$ cat config.mk
export PLATFORM = sky130hd
export DESIGN_NAME = systolic_seq_flat
export DESIGN_NICKNAME = d
export VERILOG_FILES = /design/src/rtl/systolic_seq_if.sv /design/src/rtl/systolic_seq.sv /design/src/flat_wrapper.sv
export SDC_FILE = /design/constraint.sdc
export NUM_CORES = 1
export LEC_CHECK = 0
export ABC_AREA = 1
export CORE_MARGIN = 3
export CORE_UTILIZATION = 30
export DETAILED_ROUTE_END_ITERATION = 10
export GPL_ROUTABILITY_DRIVEN = 0
export PLACE_DENSITY = 0.64
export SLEW_MARGIN = 15
export SYNTH_ARGS = -nofsm -noshare
export SYNTH_HDL_FRONTEND = slang
export SYNTH_SLANG_ARGS = --single-unit
$ cat constraint.sdc
create_clock -name clk -period 2 [get_ports clk]
set_input_delay 0.3 -clock clk [delete_from_list [all_inputs] [get_ports clk]]
set_output_delay 0.3 -clock clk [all_outputs]
set_load 0.02 [all_outputs]
$ cat src/rtl/systolic_seq_if.sv
// Command, operand-bank and array-edge signals of the systolic array sequencer.
// The slave modport is the sequencer; the master modport is its environment.
interface systolic_seq_if #(
    parameter int N     = 4,
    parameter int D_W   = 8,
    parameter int K_MAX = 16
);
    localparam int KW = $clog2(K_MAX + 1);
    localparam int AW = $clog2(K_MAX);

    logic             start;
    logic [KW-1:0]    k_len;
    logic             busy;
    logic             done;
    logic             rd_en;
    logic [AW-1:0]    rd_addr;
    logic [N*D_W-1:0] a_rd_data;
    logic [N*D_W-1:0] b_rd_data;
    logic [N*D_W-1:0] a_feed;
    logic [N*D_W-1:0] b_feed;
    logic [N-1:0]     feed_vld;
    logic [N-1:0]     init;

    modport master (
        output start, k_len, a_rd_data, b_rd_data,
        input  busy, done, rd_en, rd_addr, a_feed, b_feed, feed_vld, init
    );

    modport slave (
        input  start, k_len, a_rd_data, b_rd_data,
        output busy, done, rd_en, rd_addr, a_feed, b_feed, feed_vld, init
    );
endinterface

$ cat src/rtl/systolic_seq.sv
// Sequencer for an N x N systolic array: reads K-deep operand banks, skews lane i
// by i cycles, and tags first/flush beats with init so PEs restart and emit sums.
module systolic_seq #(
    parameter int N       = 4,
    parameter int D_W     = 8,
    parameter int K_MAX   = 16,
    parameter int LAT_ARR = 2*N-1
) (
    input logic           clk,
    input logic           rst,
    systolic_seq_if.slave bus
);
    localparam int KW = $clog2(K_MAX + 1);
    localparam int AW = $clog2(K_MAX);
    localparam int CW = $clog2(N + LAT_ARR + 1);

    typedef enum logic [1:0] {IDLE, FEED, DRAIN, DONE} state_t;

    state_t        state, state_n;
    logic [KW-1:0] k_r;
    logic [KW-1:0] k_sat;
    logic [CW-1:0] cnt;
    logic          last_rd;

    logic          vld_p0;
    logic          init_p0;
    logic [D_W-1:0] a_sk [N][N];
    logic [D_W-1:0] b_sk [N][N];
    logic [N-1:0]   vld_sk [N];
    logic [N-1:0]   init_sk [N];

    always_comb begin
        k_sat   = (bus.k_len > KW'(K_MAX)) ? KW'(K_MAX) : bus.k_len;
        last_rd = ((KW'(bus.rd_addr) + KW'(1)) == k_r);
    end

    always_comb begin
        state_n = state;
        case (state)
            IDLE:    if (bus.start) state_n = (k_sat == '0) ? DONE : FEED;
            FEED:    if (last_rd) state_n = DRAIN;
            DRAIN:   if (cnt == '0) state_n = DONE;
            DONE:    state_n = IDLE;
            default: state_n = IDLE;
        endcase
    end

    // Control outputs are registered from the next state so they line up with it.
    always_ff @(posedge clk or negedge rst) begin
        if (!rst) begin
            state       <= IDLE;
            k_r         <= '0;
            cnt         <= '0;
            bus.busy    <= 1'b0;
            bus.done    <= 1'b0;
            bus.rd_en   <= 1'b0;
            bus.rd_addr <= '0;
        end else begin
            state       <= state_n;
            bus.busy    <= (state_n != IDLE);
            bus.done    <= (state_n == DONE);
            bus.rd_en   <= (state_n == FEED);
            bus.rd_addr <= (state == FEED && !last_rd) ? bus.rd_addr + AW'(1) : '0;
            if (state == IDLE && bus.start)
                k_r <= k_sat;
            // Drain spans the lane N-1 flush skew plus the array latency.
            if (state == FEED)
                cnt <= CW'(N + LAT_ARR);
            else if (state == DRAIN && cnt != '0)
                cnt <= cnt - CW'(1);
        end
    end

    // p0: tags aligned with bank read data; flush beat follows the last read.
    always_ff @(posedge clk or negedge rst) begin
        if (!rst) begin
            vld_p0  <= 1'b0;
            init_p0 <= 1'b0;
            for (int i = 0; i < N; i++) begin
                vld_sk[i]  <= '0;
                init_sk[i] <= '0;
                for (int j = 0; j < N; j++) begin
                    a_sk[i][j] <= '0;
                    b_sk[i][j] <= '0;
                end
            end
        end else begin
            vld_p0  <= bus.rd_en;
            init_p0 <= (bus.rd_en && bus.rd_addr == '0) || (vld_p0 && !bus.rd_en);
            // Skew: lane i taps stage i; data is zeroed on entry when not valid.
            for (int i = 0; i < N; i++) begin
                a_sk[i][0]    <= vld_p0 ? bus.a_rd_data[i*D_W +: D_W] : '0;
                b_sk[i][0]    <= vld_p0 ? bus.b_rd_data[i*D_W +: D_W] : '0;
                vld_sk[i][0]  <= vld_p0;
                init_sk[i][0] <= init_p0;
                for (int j = 1; j < N; j++) begin
                    a_sk[i][j]    <= a_sk[i][j-1];
                    b_sk[i][j]    <= b_sk[i][j-1];
                    vld_sk[i][j]  <= vld_sk[i][j-1];
                    init_sk[i][j] <= init_sk[i][j-1];
                end
            end
        end
    end

    for (genvar g = 0; g < N; g++) begin : g_lane
        assign bus.a_feed[g*D_W +: D_W] = a_sk[g][g];
        assign bus.b_feed[g*D_W +: D_W] = b_sk[g][g];
        assign bus.feed_vld[g]          = vld_sk[g][g];
        assign bus.init[g]              = init_sk[g][g];
    end
endmodule

$ cat src/flat_wrapper.sv
// flat-port wrapper written by rule: the top's interface ports become plain ports
module systolic_seq_flat 
#(
    parameter int N       = 4,
    parameter int D_W     = 8,
    parameter int K_MAX   = 16,
    parameter int LAT_ARR = 2*N-1
)
  (clk, rst, bus_start, bus_k_len, bus_a_rd_data, bus_b_rd_data, bus_busy, bus_done, bus_rd_en, bus_rd_addr, bus_a_feed, bus_b_feed, bus_feed_vld, bus_init);
  systolic_seq_if #(.N(N), .D_W(D_W), .K_MAX(K_MAX)) bus_i ();
  input logic clk;
  input logic rst;
  input wire logic [$bits(bus_i.start)-1:0] bus_start;
  input wire logic [$bits(bus_i.k_len)-1:0] bus_k_len;
  input wire logic [$bits(bus_i.a_rd_data)-1:0] bus_a_rd_data;
  input wire logic [$bits(bus_i.b_rd_data)-1:0] bus_b_rd_data;
  output wire logic [$bits(bus_i.busy)-1:0] bus_busy;
  output wire logic [$bits(bus_i.done)-1:0] bus_done;
  output wire logic [$bits(bus_i.rd_en)-1:0] bus_rd_en;
  output wire logic [$bits(bus_i.rd_addr)-1:0] bus_rd_addr;
  output wire logic [$bits(bus_i.a_feed)-1:0] bus_a_feed;
  output wire logic [$bits(bus_i.b_feed)-1:0] bus_b_feed;
  output wire logic [$bits(bus_i.feed_vld)-1:0] bus_feed_vld;
  output wire logic [$bits(bus_i.init)-1:0] bus_init;
  assign bus_i.start = bus_start;
  assign bus_i.k_len = bus_k_len;
  assign bus_i.a_rd_data = bus_a_rd_data;
  assign bus_i.b_rd_data = bus_b_rd_data;
  assign bus_busy = bus_i.busy;
  assign bus_done = bus_i.done;
  assign bus_rd_en = bus_i.rd_en;
  assign bus_rd_addr = bus_i.rd_addr;
  assign bus_a_feed = bus_i.a_feed;
  assign bus_b_feed = bus_i.b_feed;
  assign bus_feed_vld = bus_i.feed_vld;
  assign bus_init = bus_i.init;
  systolic_seq #(.N(N), .D_W(D_W), .K_MAX(K_MAX), .LAT_ARR(LAT_ARR)) u_core (.clk(clk), .rst(rst), .bus(bus_i));
endmodule
==> impl.org, run 1 <==
** Global route
- Antenna violations before repair :: 0
- After global routing the overflow that remains totals 0.
- Overall routing resource usage :: 0.0969
- Wire length of the first global-routing pass :: 16,600 um
- Vias in the first global route :: 3,224
- Entering global routing, the biggest net connects 66 pins.

** STA
- Final Cycle Share :: 0.955
- Relative max-transition margin :: 0.687
- Maximum frequency from static timing analysis :: 524 MHz
- In the post-route analysis, the smallest setup slack over all paths is 89.8 ps.
- Final setup violation count :: 0
- The final count of pins violating max slew came to 0.
- Unrepaired setup endpoints after global routing :: no
- Final critical-path required period :: 1910 ps
- The count of endpoints failing hold in the final timing report came to 0.
- Post-Route Setup TNS :: 0 ps
- At the pin with the least slew margin, the transition time is 469 ps.
- The clock arrives with 6.44 ps of skew.
- Final hold slack :: 346 ps

** Drt
- Total vias in the final route :: 3,226
- The pre-antenna-repair detailed-routing pass consisted of 4 iterations.
- In the routed design, unresolved DRC markers number 0.
- Final antenna-violating net count :: 0
- Via-per-instance ratio :: 3.70
- Routed WL per cell :: 12.0 um
- After the first detailed-routing iteration, the DRC count stood at 105.
- Wire length after detailed routing :: 10,400 um

** Power
- Reported leakage power :: 4.16 nW
- Maximum ir drop on the vdd rail :: 583 uV
- Summing internal, switching and leakage power gives 0.0114 W.
- Power density relative to cell area :: 1390 mW/mm2

** Finish
- Post-layout net count :: 666
- Summing all non-filler instances in the final layout gives an area of 0.00825 mm2.
- Compared with the post-synthesis result, the final layout area differs by 32.8%.
- Diodes inserted :: 0
- Of the cells placed in the final design, the portion with a size suffix greater than 1 is 0.0829.

** Clocking
- TritonCTS built the clock tree.
- Worst-Skew Late Latency :: 420 ps
- Clock tree buffer depth :: 2
- The H-tree generated during clock tree synthesis spans 4 levels.
- Clock tree synthesis inserted a total of 17 buffers.
- CTS Root Cell :: clkbuf_16
- Number of sinks driven by the clock tree :: 188
- Clock transition at path regs :: 70 ps

** Synth
- Proportion of register bits with asynchronous set or reset after synthesis :: 1.00
- Number of register bits inferred by synthesis :: 188
- The most used flip-flop cell after synthesis is dfrtp_1.
- For this run, the register share of the synthesized area comes to 0.757.
- Net count after synthesis :: 563
- Most frequent cell after synthesis :: dfrtp_1
- Most area-consuming cells after synthesis :: dfrtp_1, buf_4, inv_1
- The synthesized design contains 0 enable-type register cells.
- The share of synthesized area in the top cell type comes to 0.757.
- Synthesis produced 487 cells.
- Most numerous cell types in the synthesized netlist :: dfrtp_1, inv_1, nand2_1
- In this run, distinct cell masters in the synthesized netlist total 20.
- The largest total area in the synthesized netlist belongs to dfrtp_1.
- Count of synthesis-stage warnings from yosys :: 0
- Summing every instance area after synthesis gives 0.00621 mm2.
- Mean instance size in the synthesized netlist :: 12.8 um2

** Setup path
- Kind of capture point of the worst setup path :: output pin
- The worst setup path is of the reg2out kind.
- The worst setup path is launched from a flop.
- Counting both buffers and inverters, the worst setup path holds a total of 1.
- The critical path goes through clkdlybuf4s50_1.
- Data arrival time at the worst-slack endpoint :: 1610 ps
- CP max stage delay :: 670 ps
- The slowest stage of the critical path is the clkdlybuf4s50_1 cell.
- Crit path required time :: 1700 ps
- Top Family by Delay on Critical Path :: buffers and inverters
- Along the worst path, the maximum fanout reaches 8.

** Outcome
- Run status :: finished clean

** Floorplan
- Pin placement for this block handled 151 I/O pins.
- Placement Rows :: 52
- The core region is 0.0203 mm2.
- From left edge to right edge, the die measures 150 um.
- Height of the die :: 150 um
- Initial core utilization :: 0.306
- Die footprint :: 0.0225 mm2

** Job
- Max Cap Viol :: 0

** Placed design
- OpenSTA, run right after detailed placement, puts the worst setup slack at 335 ps.
- Placed cell area :: 0.00763 mm2
- Count of input and output buffers :: 150
- Post-DP HPWL :: 7110 um

** Hold path
- The worst hold path belongs to the class reg2reg.
[state kept, by name, summed over array words and instances, names as in the netlist, 2 cells and up]
| register | count |
|---|---|
| u_core.vld_sk | 3 |
| u_core.bus.rd_addr | 4 |
| u_core.bus.b_feed | 32 |
| u_core.cnt | 4 |
| u_core.init_sk | 3 |
| u_core.k_r | 5 |
| u_core.b_sk | 48 |
| u_core.state | 2 |
| u_core.a_sk | 48 |
| u_core.bus.a_feed | 32 |
[worst paths after layout]
kind	startpoint	endpoint	slack, ps	depth (start not counted)
min in group asynchronous	rst	u_core.bus.a_feed[28]	410	2
min	u_core.a_sk[25]	u_core.a_sk[17]	350	0
min reg2reg	u_core.a_sk[25]	u_core.a_sk[17]	350	0
max reg2reg	u_core.bus.rd_addr[0]	u_core.bus.busy	330	8
max	u_core.bus.rd_addr[2]	bus_rd_addr[2]	90	1
max in group asynchronous	rst	u_core.bus.b_feed[15]	920	3
[per-layer routing]
| metal | vias up | track usage | part of all wire |
|---|---|---|---|
| li1 | 1582 | - | - |
| met1 | 1538 | 0.124 | 0.44 |
| met2 | 90 | 0.147 | 0.48 |
| met3 | 16 | 0.0376 | 0.068 |
| met4 | 0 | 0.0412 | 0.015 |
| met5 | - | 0 | 0 |
[cell families (layout without fill, tap and decap cells)]
group	after synthesis	after routing	share of synthesized area
flops	188	188	0.757
compound gates	16	16	0.0135
buf+inv	159	275	0.135
xor+xnor	1	1	0.00141
fa+ha+maj	4	4	0.00806
simple gates	119	119	0.0848
[cell usage in the layout, fill, tap and decap left out, drive strengths merged]
master / synthesis / routed
bufinv: 0 / 2
clkdlybuf4s50: 0 / 149
buf: 67 / 4
nand2: 88 / 88
xnor2: 1 / 1
ha: 4 / 4
inv: 88 / 95
nor3: 1 / 1
nor2: 11 / 11
nand4: 5 / 5
clkinv: 0 / 3
dlygate4sd3: 0 / 1
nand3: 13 / 13
clkinvlp: 0 / 2
o21ai: 9 / 9
a22o: 1 / 1
nor4: 1 / 1
clkbuf: 4 / 19
a21oi: 6 / 6
dfrtp: 188 / 188
[repair_timing]
action,in CTS,in global routing
endpoints found under the hold margin,56,0
gates resized for setup,0,0
setup endpoints to repair,0,0
setup buffers,0,0
hold buffers,1,0
[power breakdown]
group / internal, W / switching, W / total (W)
Clock: 0.00190 / 0.00151 / 0.00341
Combinational: 0.00125 / 0.00160 / 0.00285
Sequential: 0.00483 / 0.000354 / 0.00519
[stage by stage]
stage                     instances   util
final                           873  0.406
after global routing            873  0.406
after CTS                       873  0.406
after detailed placement        840  0.376
after global placement          840  0.376
after floorplan                 487      -
[final cells by class]
cell class | count | area [um2]
repair buffers | 155 | 1600
inverters | 88 | 330
multi-input cells | 140 | 669
well taps | 270 | 338
flip-flops and latches | 188 | 4710
fillers | 1920 | 12100
clock buffers | 18 | 429
clock inverters | 14 | 178
(Power assumes the default switching activity.)
==> run 2, diff against run 1 <==
Settings changed: CORE_MARGIN 3 to 2.
==> run 2 against run 1 <==
  * Die area decreased by 2.7%
  * Clock power is 4% lower
  * Wire length decreased by 2.1%
  * Sequential share of layout area barely moved
  * Sequential power grew 1%
  * Sequential cell count stayed put
  * Non-clock buffer count rose by 4
  * Critical path depth stayed put
  * Fmax is 0.67% lower
  * Combinational power is 2% lower
==> impl.org, run 2 (synthesis gave the netlist of run 1 again) <==
** Finish
- The most common library cell in the layout ignoring fill and taps is dfrtp_1 (unchanged).
- The final layout net count was 670 (was 666).
- The share of final-layout standard cells stronger than drive strength 1 came to 0.0906 (was 0.0829).
- Diodes inserted :: 0 (unchanged)
- Area Overhead vs Synth :: 32.8% (about the same)
- Registers with the most flip-flops: u_core.a_sk x48, u_core.b_sk x48 (unchanged).
- # fillers :: 1,942 (was 1,920)
- Non-filler instance count after layout :: 877 (was 873)
- The multi-input gate area in the final layout was 669 um2 (unchanged).
- Most frequent cells in the layout :: dfrtp_1, clkdlybuf4s50_1, inv_1 (unchanged)
- The footprint of the flip-flops and latches was 0.00471 mm2 (unchanged).

** Clocking
- The number of levels in the clock H-tree was 4 (unchanged).
- TritonCTS clock tree :: done (unchanged)
- The buffer type at the clock tree root is clkbuf_16 (unchanged).
- The deepest clock path buffer count is 2 (unchanged).
- The count of clock tree sinks is 188 (unchanged).
- CTS buffer count :: 17 (unchanged)
- The insertion delay of the later-clocked pin in the worst-skew pair was 420 ps (about the same).
- Clock transition at path regs :: 70 ps (about the same)

** STA
- Final Cycle Share :: 0.962 (was 0.955)
- Post-Route Setup TNS :: 0 ps (unchanged)
- Final critical-path setup slack :: 76.9 ps (was 89.8 ps)
- Final critical-path required period :: 1920 ps (was 1910 ps)
- The pin slew with the least headroom to its limit was 481 ps (was 469 ps).
- Unrepaired setup endpoints after global routing: no (unchanged).
- Clock skew :: 9.58 ps (was 6.44 ps)
- The final count of pins violating max slew is 0 (unchanged).
- The highest attainable clock frequency came to 520 MHz (was 524 MHz).
- Final setup violation count :: 0 (unchanged)
- Final hold slack :: 341 ps (was 346 ps)
- Endpoints failing hold :: 0 (unchanged)
- Relative max-transition margin :: 0.679 (was 0.687)

** Placed design
- Post-Place Worst Slack :: 330 ps (was 335 ps)
- Post-DP HPWL :: 7160 um (was 7110 um)
- The count of input and output buffers was 150 (unchanged).
- The placed cell count came to 844 (was 840).

** Drt
- The iteration-0 DRC count of the detailed router was 91 (was 105).
- Total vias in the final route :: 3,297 (was 3,226)
- The detailed-route vias per instance is 3.76 (was 3.70).
- Wire length after detailed routing :: 10,200 um (was 10,400 um)
- The remaining antenna violation count is 0 (unchanged).
- Routed WL per cell :: 11.6 um (was 12.0 um)
- The detailed-route DRC error count is 0 (unchanged).
- First-pass iteration count of the detailed router :: 4 (unchanged)

** Global route
- The aggregate global routing overflow is 0 (unchanged).
- The wire length of the first global-routing pass came to 16,700 um (was 16,600 um).
- Vias in the first global route :: 3,351 (was 3,224)
- The initial antenna violation count was 0 (unchanged).
- Overall routing resource usage :: 0.0995 (was 0.0969)
- The pin count of the biggest net entering global routing is 59 (was 66).

** Setup path
- The logic depth of the worst register-to-register path came to 10 (was 8).
- Worst Path Max Fanout :: 8 (unchanged)
- Reg-to-Reg End :: u_core.bus.done (was u_core.bus.busy)
- Kind of critical path :: reg2out (unchanged)
- Startpoint type of the worst setup path :: flop (unchanged)
- CP cell instances: clkdlybuf4s50_1 (unchanged).
- R2R Setup Slk :: 300 ps (was 330 ps)
- The critical path buffer and inverter count was 1 (unchanged).
- The cell class contributing the biggest share of worst-path delay is buffers and inverters (unchanged).
- Crit path required time :: 1700 ps (about the same)
- Data arrival time at the worst-slack endpoint :: 1620 ps (was 1610 ps)
- Crit path max-delay cell type :: clkdlybuf4s50_1 (unchanged)
- Start of the worst register-to-register path :: u_core.bus.rd_addr[0] (unchanged)
- CP max stage delay :: 680 ps (was 670 ps)
- Kind of capture point of the worst setup path :: output pin (unchanged)

** Floorplan
- Area inside the core boundary :: 0.0203 mm2 (unchanged)
- The initial standard-cell utilization of the core is 0.306 (unchanged).
- The floorplan die area came to 0.0219 mm2 (was 0.0225 mm2).
- Number of I/O pins :: 151 (unchanged)
- The vertical extent of the die was 148 um (was 150 um).
- The standard-cell row count came to 52 (unchanged).
- The width of the die is 148 um (was 150 um).

** Hold path
- The class of the worst hold path is reg2reg (unchanged).
- WHS Endpoint :: u_core.b_sk[10] (was u_core.a_sk[17])
- Instance count along the most critical hold path :: 0 (unchanged)
- The launch point of the worst hold path is u_core.b_sk[18] (was u_core.a_sk[25]).

** Power
- Maximum ir drop on the vdd rail :: 600 uV (was 583 uV)
- Power density relative to cell area :: 1370 mW/mm2 (was 1390 mW/mm2)
- The leakage power summed over all cells is 4.17 nW (was 4.16 nW).

** Job
- The count of max-cap constraint violations was 0 (unchanged).

** Outcome
- Run status :: finished clean (unchanged)
-- run 2: timing repair --
action	CTS	global route
gates resized for setup	0	0
hold endpoints to repair	51	0
hold buffers	1	0
buffers inserted	0	0
endpoints found under the setup margin	0	0
-- run 2: power breakdown --
group          total (W)  internal (W)  switching (W)
combinational    0.00280       0.00125        0.00155
clock            0.00327       0.00169        0.00158
sequential       0.00524       0.00483       0.000413
total             0.0113       0.00776        0.00355
-- run 2: worst max-delay path by stage --
stage          cells past startpoint             startpoint              end
2_1_floorplan                     10  u_core.bus.rd_addr[0]  u_core.bus.done
3_3_place_gp                      10  u_core.bus.rd_addr[0]  u_core.bus.done
3_5_place_dp                       8  u_core.bus.rd_addr[0]  u_core.bus.busy
4_1_cts                            1  u_core.bus.rd_addr[2]   bus_rd_addr[2]
5_1_grt                            1  u_core.bus.rd_addr[2]   bus_rd_addr[2]
6_report                           1  u_core.bus.rd_addr[2]   bus_rd_addr[2]
-- run 2: layout make-up --
type | instances | area share
Sequential cell | 188 | 0.571
Timing Repair Buffer | 159 | 0.196
Multi-Input combinational cell | 140 | 0.0812
Clock buffer | 17 | 0.0516
Tap cell | 270 | 0.0410
Inverter | 88 | 0.0400
Clock inverter | 15 | 0.0202
-- run 2: routing by layer --
layer  GRT usage  share of wire  up-vias
met1       0.125           0.44     1601
met5           0              0        -
met4      0.0390          0.017        0
li1            -              -     1591
met3      0.0315          0.054       16
met2       0.161           0.49       89
-- run 2: through the flow --
| step | util | total power, W | instance area, um2 |
|---|---|---|---|
| after global placement | 0.377 | 0.00813 | 7650 |
| after CTS | 0.406 | 0.0115 | 8250 |
| final | 0.406 | 0.0113 | 8250 |
| after detailed placement | 0.377 | 0.00820 | 7650 |
| after global routing | 0.406 | 0.0120 | 8250 |
| after floorplan | - | 0.00710 | 6210 |
==> run 3, diff against run 2 <==
Settings changed: GPL_TIMING_DRIVEN set to 0, REMOVE_ABC_BUFFERS set to 1, SLEW_MARGIN 15 to 20.
==> run 3 against run 2 <==
  * Critical path depth unchanged
  * Combinational power fell by 6%
  * Die area unchanged
==> impl.org, run 3 (synthesis gave the netlist of run 1 again) <==
** Setup path
- Worst Path Max Fanout :: 8 (unchanged)
- The cell class contributing the biggest share of worst-path delay was buffers and inverters (unchanged).
- The arrival time at the worst endpoint is 1640 ps (was 1620 ps).
- CP cell instances :: clkdlybuf4s50_1 (unchanged)
- The endpoint class of the critical path is an output pin (unchanged).
- The delay contributed by the slowest stage of the critical path is 670 ps (was 680 ps).
- Crit path required time :: 1700 ps (about the same)
- Startpoint type of the worst setup path :: flop (unchanged)
- The standard cell with the maximum stage delay on the critical path is clkdlybuf4s50_1 (unchanged).
- R2R Setup Slk :: 280 ps (was 300 ps)
- The critical path class was reg2out (unchanged).
- Combined buffer and inverter count along the critical path :: 1 (unchanged)

** Floorplan
- Height of the die :: 148 um (unchanged)
- The standard-cell row count was 52 (unchanged).
- The count of boundary I/O pins was 151 (unchanged).
- The initial standard-cell utilization of the core is 0.306 (unchanged).
- Floorplan die width :: 148 um (unchanged)
- The floorplan die area came to 0.0219 mm2 (unchanged).
- The placeable core region is 0.0203 mm2 (unchanged).

** Clocking
- The insertion delay of the later-clocked pin in the worst-skew pair is 420 ps (about the same).
- CTS Root Cell :: clkbuf_16 (unchanged)
- The count of clock tree sinks is 188 (unchanged).
- The deepest clock path buffer count was 2 (unchanged).
- The count of cells resized by post-cts repair came to 0 (unchanged).
- The clock-pin slew reported for the worst setup and hold paths after clock tree synthesis was 80 ps (was 70 ps).
- Setup repair bufs after CTS :: 0 (unchanged)
- The TritonCTS clock tree was done (unchanged).
- CTS buffer count :: 17 (unchanged)
- # H-tree levels :: 4 (unchanged)

** Finish
- Total area of sequential cells :: 0.00471 mm2 (about the same)
- The share of final-layout standard cells stronger than drive strength 1 is 0.0800 (was 0.0906).
- Registers with the most flip-flops :: u_core.a_sk x48, u_core.b_sk x48 (unchanged)
- Post-layout net count :: 663 (was 670)
- The most common library cell in the layout ignoring fill and taps is dfrtp_1 (unchanged).
- The final cell area excluding filler cells is 0.00820 mm2 (was 0.00825 mm2).
- The number of fill cells in the layout was 1,936 (was 1,942).
- Diodes inserted :: 0 (unchanged)
- Multi-input combinational cell area :: 669 um2 (unchanged)
- The area added between synthesis and finish is 32.0% (was 32.8%).
- Most frequent cells in the layout: dfrtp_1, clkdlybuf4s50_1, inv_1 (unchanged).

** STA
- Post-Route Setup TNS :: 0 ps (unchanged)
- Endpoints failing hold :: 0 (unchanged)
- Maximum frequency from static timing analysis :: 517 MHz (was 520 MHz)
- Unrepaired setup endpoints after global routing :: no (unchanged)
- The pin slew with the least headroom to its limit is 744 ps (was 481 ps).
- The final count of pins violating max slew is 0 (unchanged).
- The post-route minimum period is 1940 ps (was 1920 ps).
- Clock skew :: 13.1 ps (was 9.58 ps)
- Relative max-transition margin :: 0.504 (was 0.679)
- Final Cycle Share :: 0.968 (was 0.962)
- Final setup violation count :: 0 (unchanged)

** Placed design
- Count of input and output buffers :: 150 (unchanged)
- Placed cell area :: 0.00758 mm2 (was 0.00765 mm2)
- The sum of net half-perimeters after detailed placement is 6960 um (was 7160 um).

** Drt
- Via-per-instance ratio :: 3.69 (was 3.76)
- The iteration-0 DRC count of the detailed router came to 68 (was 91).
- Routed WL per cell :: 11.9 um (was 11.6 um)
- The number of detailed-routing iterations run before antenna repair is 4 (unchanged).
- The detailed-route DRC error count is 0 (unchanged).
- The sum of routed wire length over all layers is 10,400 um (was 10,200 um).
- Final antenna-violating net count :: 0 (unchanged)
- Total vias in the final route :: 3,208 (was 3,297)

** Global route
- The number of global-route vias before repair is 3,332 (was 3,351).
- Wire length of the first global-routing pass :: 17,000 um (was 16,700 um)
- The initial antenna violation count is 0 (unchanged).
- The pin count of the biggest net entering global routing was 102 (was 59).
- The aggregate global routing overflow was 0 (unchanged).
- Overall routing resource usage :: 0.102 (was 0.0995)

** Power
- The power per cell area was 1380 mW/mm2 (was 1370 mW/mm2).
- The maximum vdd drop came to 505 uV (was 600 uV).
- Reported leakage power :: 4.14 nW (was 4.17 nW)

** Hold path
- The class of the worst hold path is reg2reg (unchanged).

** Job
- Max Cap Viol :: 0 (unchanged)

** Outcome
- Run status :: finished clean (unchanged)
-- run 3: cell types whose count changed in the layout (fill, tap and decap cells not counted), moves of 2 or more --
cell and change:
buf_12 -3, buf_4 -5, clkinv_4 -2, inv_8 +2
-- run 3: timing repair --
| action | 4_1_cts | 5_1_grt |
|---|---|---|
| hold buffers | 1 | 0 |
| endpoints found under the setup margin | 0 | 0 |
| endpoints found under the hold margin | 87 | 0 |
-- run 3: area by class of cell --
cell class | count | share of cell area
Clock buffer | 17 | 0.0519
Multi-Input combinational cell | 140 | 0.0817
Sequential cell | 188 | 0.574
Timing Repair Buffer | 152 | 0.188
Tap cell | 270 | 0.0412
Inverter | 88 | 0.0403
Clock inverter | 15 | 0.0221
-- run 3: per-layer routing --
layer  wire, um  vias up  GRT usage
met4        146        0     0.0429
met1       4460     1541      0.123
met3        613        7     0.0398
met2       5170       86      0.165
li1           -     1574          -
met5          0        -          0
-- run 3: final timing paths --
check,start,depth (start not counted),end
max in group asynchronous,rst,3,u_core.bus.b_feed[9]
setup reg to reg,u_core.bus.rd_addr[0],8,u_core.bus.rd_en
hold reg to reg,u_core.b_sk[50],0,u_core.bus.b_feed[18]
min in group asynchronous,rst,2,u_core.bus.b_feed[23]
hold / removal,u_core.b_sk[50],0,u_core.bus.b_feed[18]
setup / recovery,u_core.bus.rd_addr[2],1,bus_rd_addr[2]
-- run 3: power by group --
group	switching [W]	internal [W]
clock network	0.00165	0.00171
registers	0.000529	0.00483
logic	0.00141	0.00121
total	0.00359	0.00776
-- run 3: per-stage QoR --
| stage | instances | worst slack [ps] | utilization | hold slack, ps | total power [W] |
|---|---|---|---|---|---|
| floorplan | 416 | 334 | - | 4.41 | 0.00663 |
| global placement | 836 | -6970 | 0.372 | 331 | 0.00810 |
| detailed placement | 837 | 283 | 0.373 | 335 | 0.00813 |
| CTS | 870 | 32.8 | 0.404 | 345 | 0.0116 |
| global route | 870 | 3.89 | 0.404 | 347 | 0.0121 |
| finish | 870 | 64.4 | 0.404 | 338 | 0.0113 |
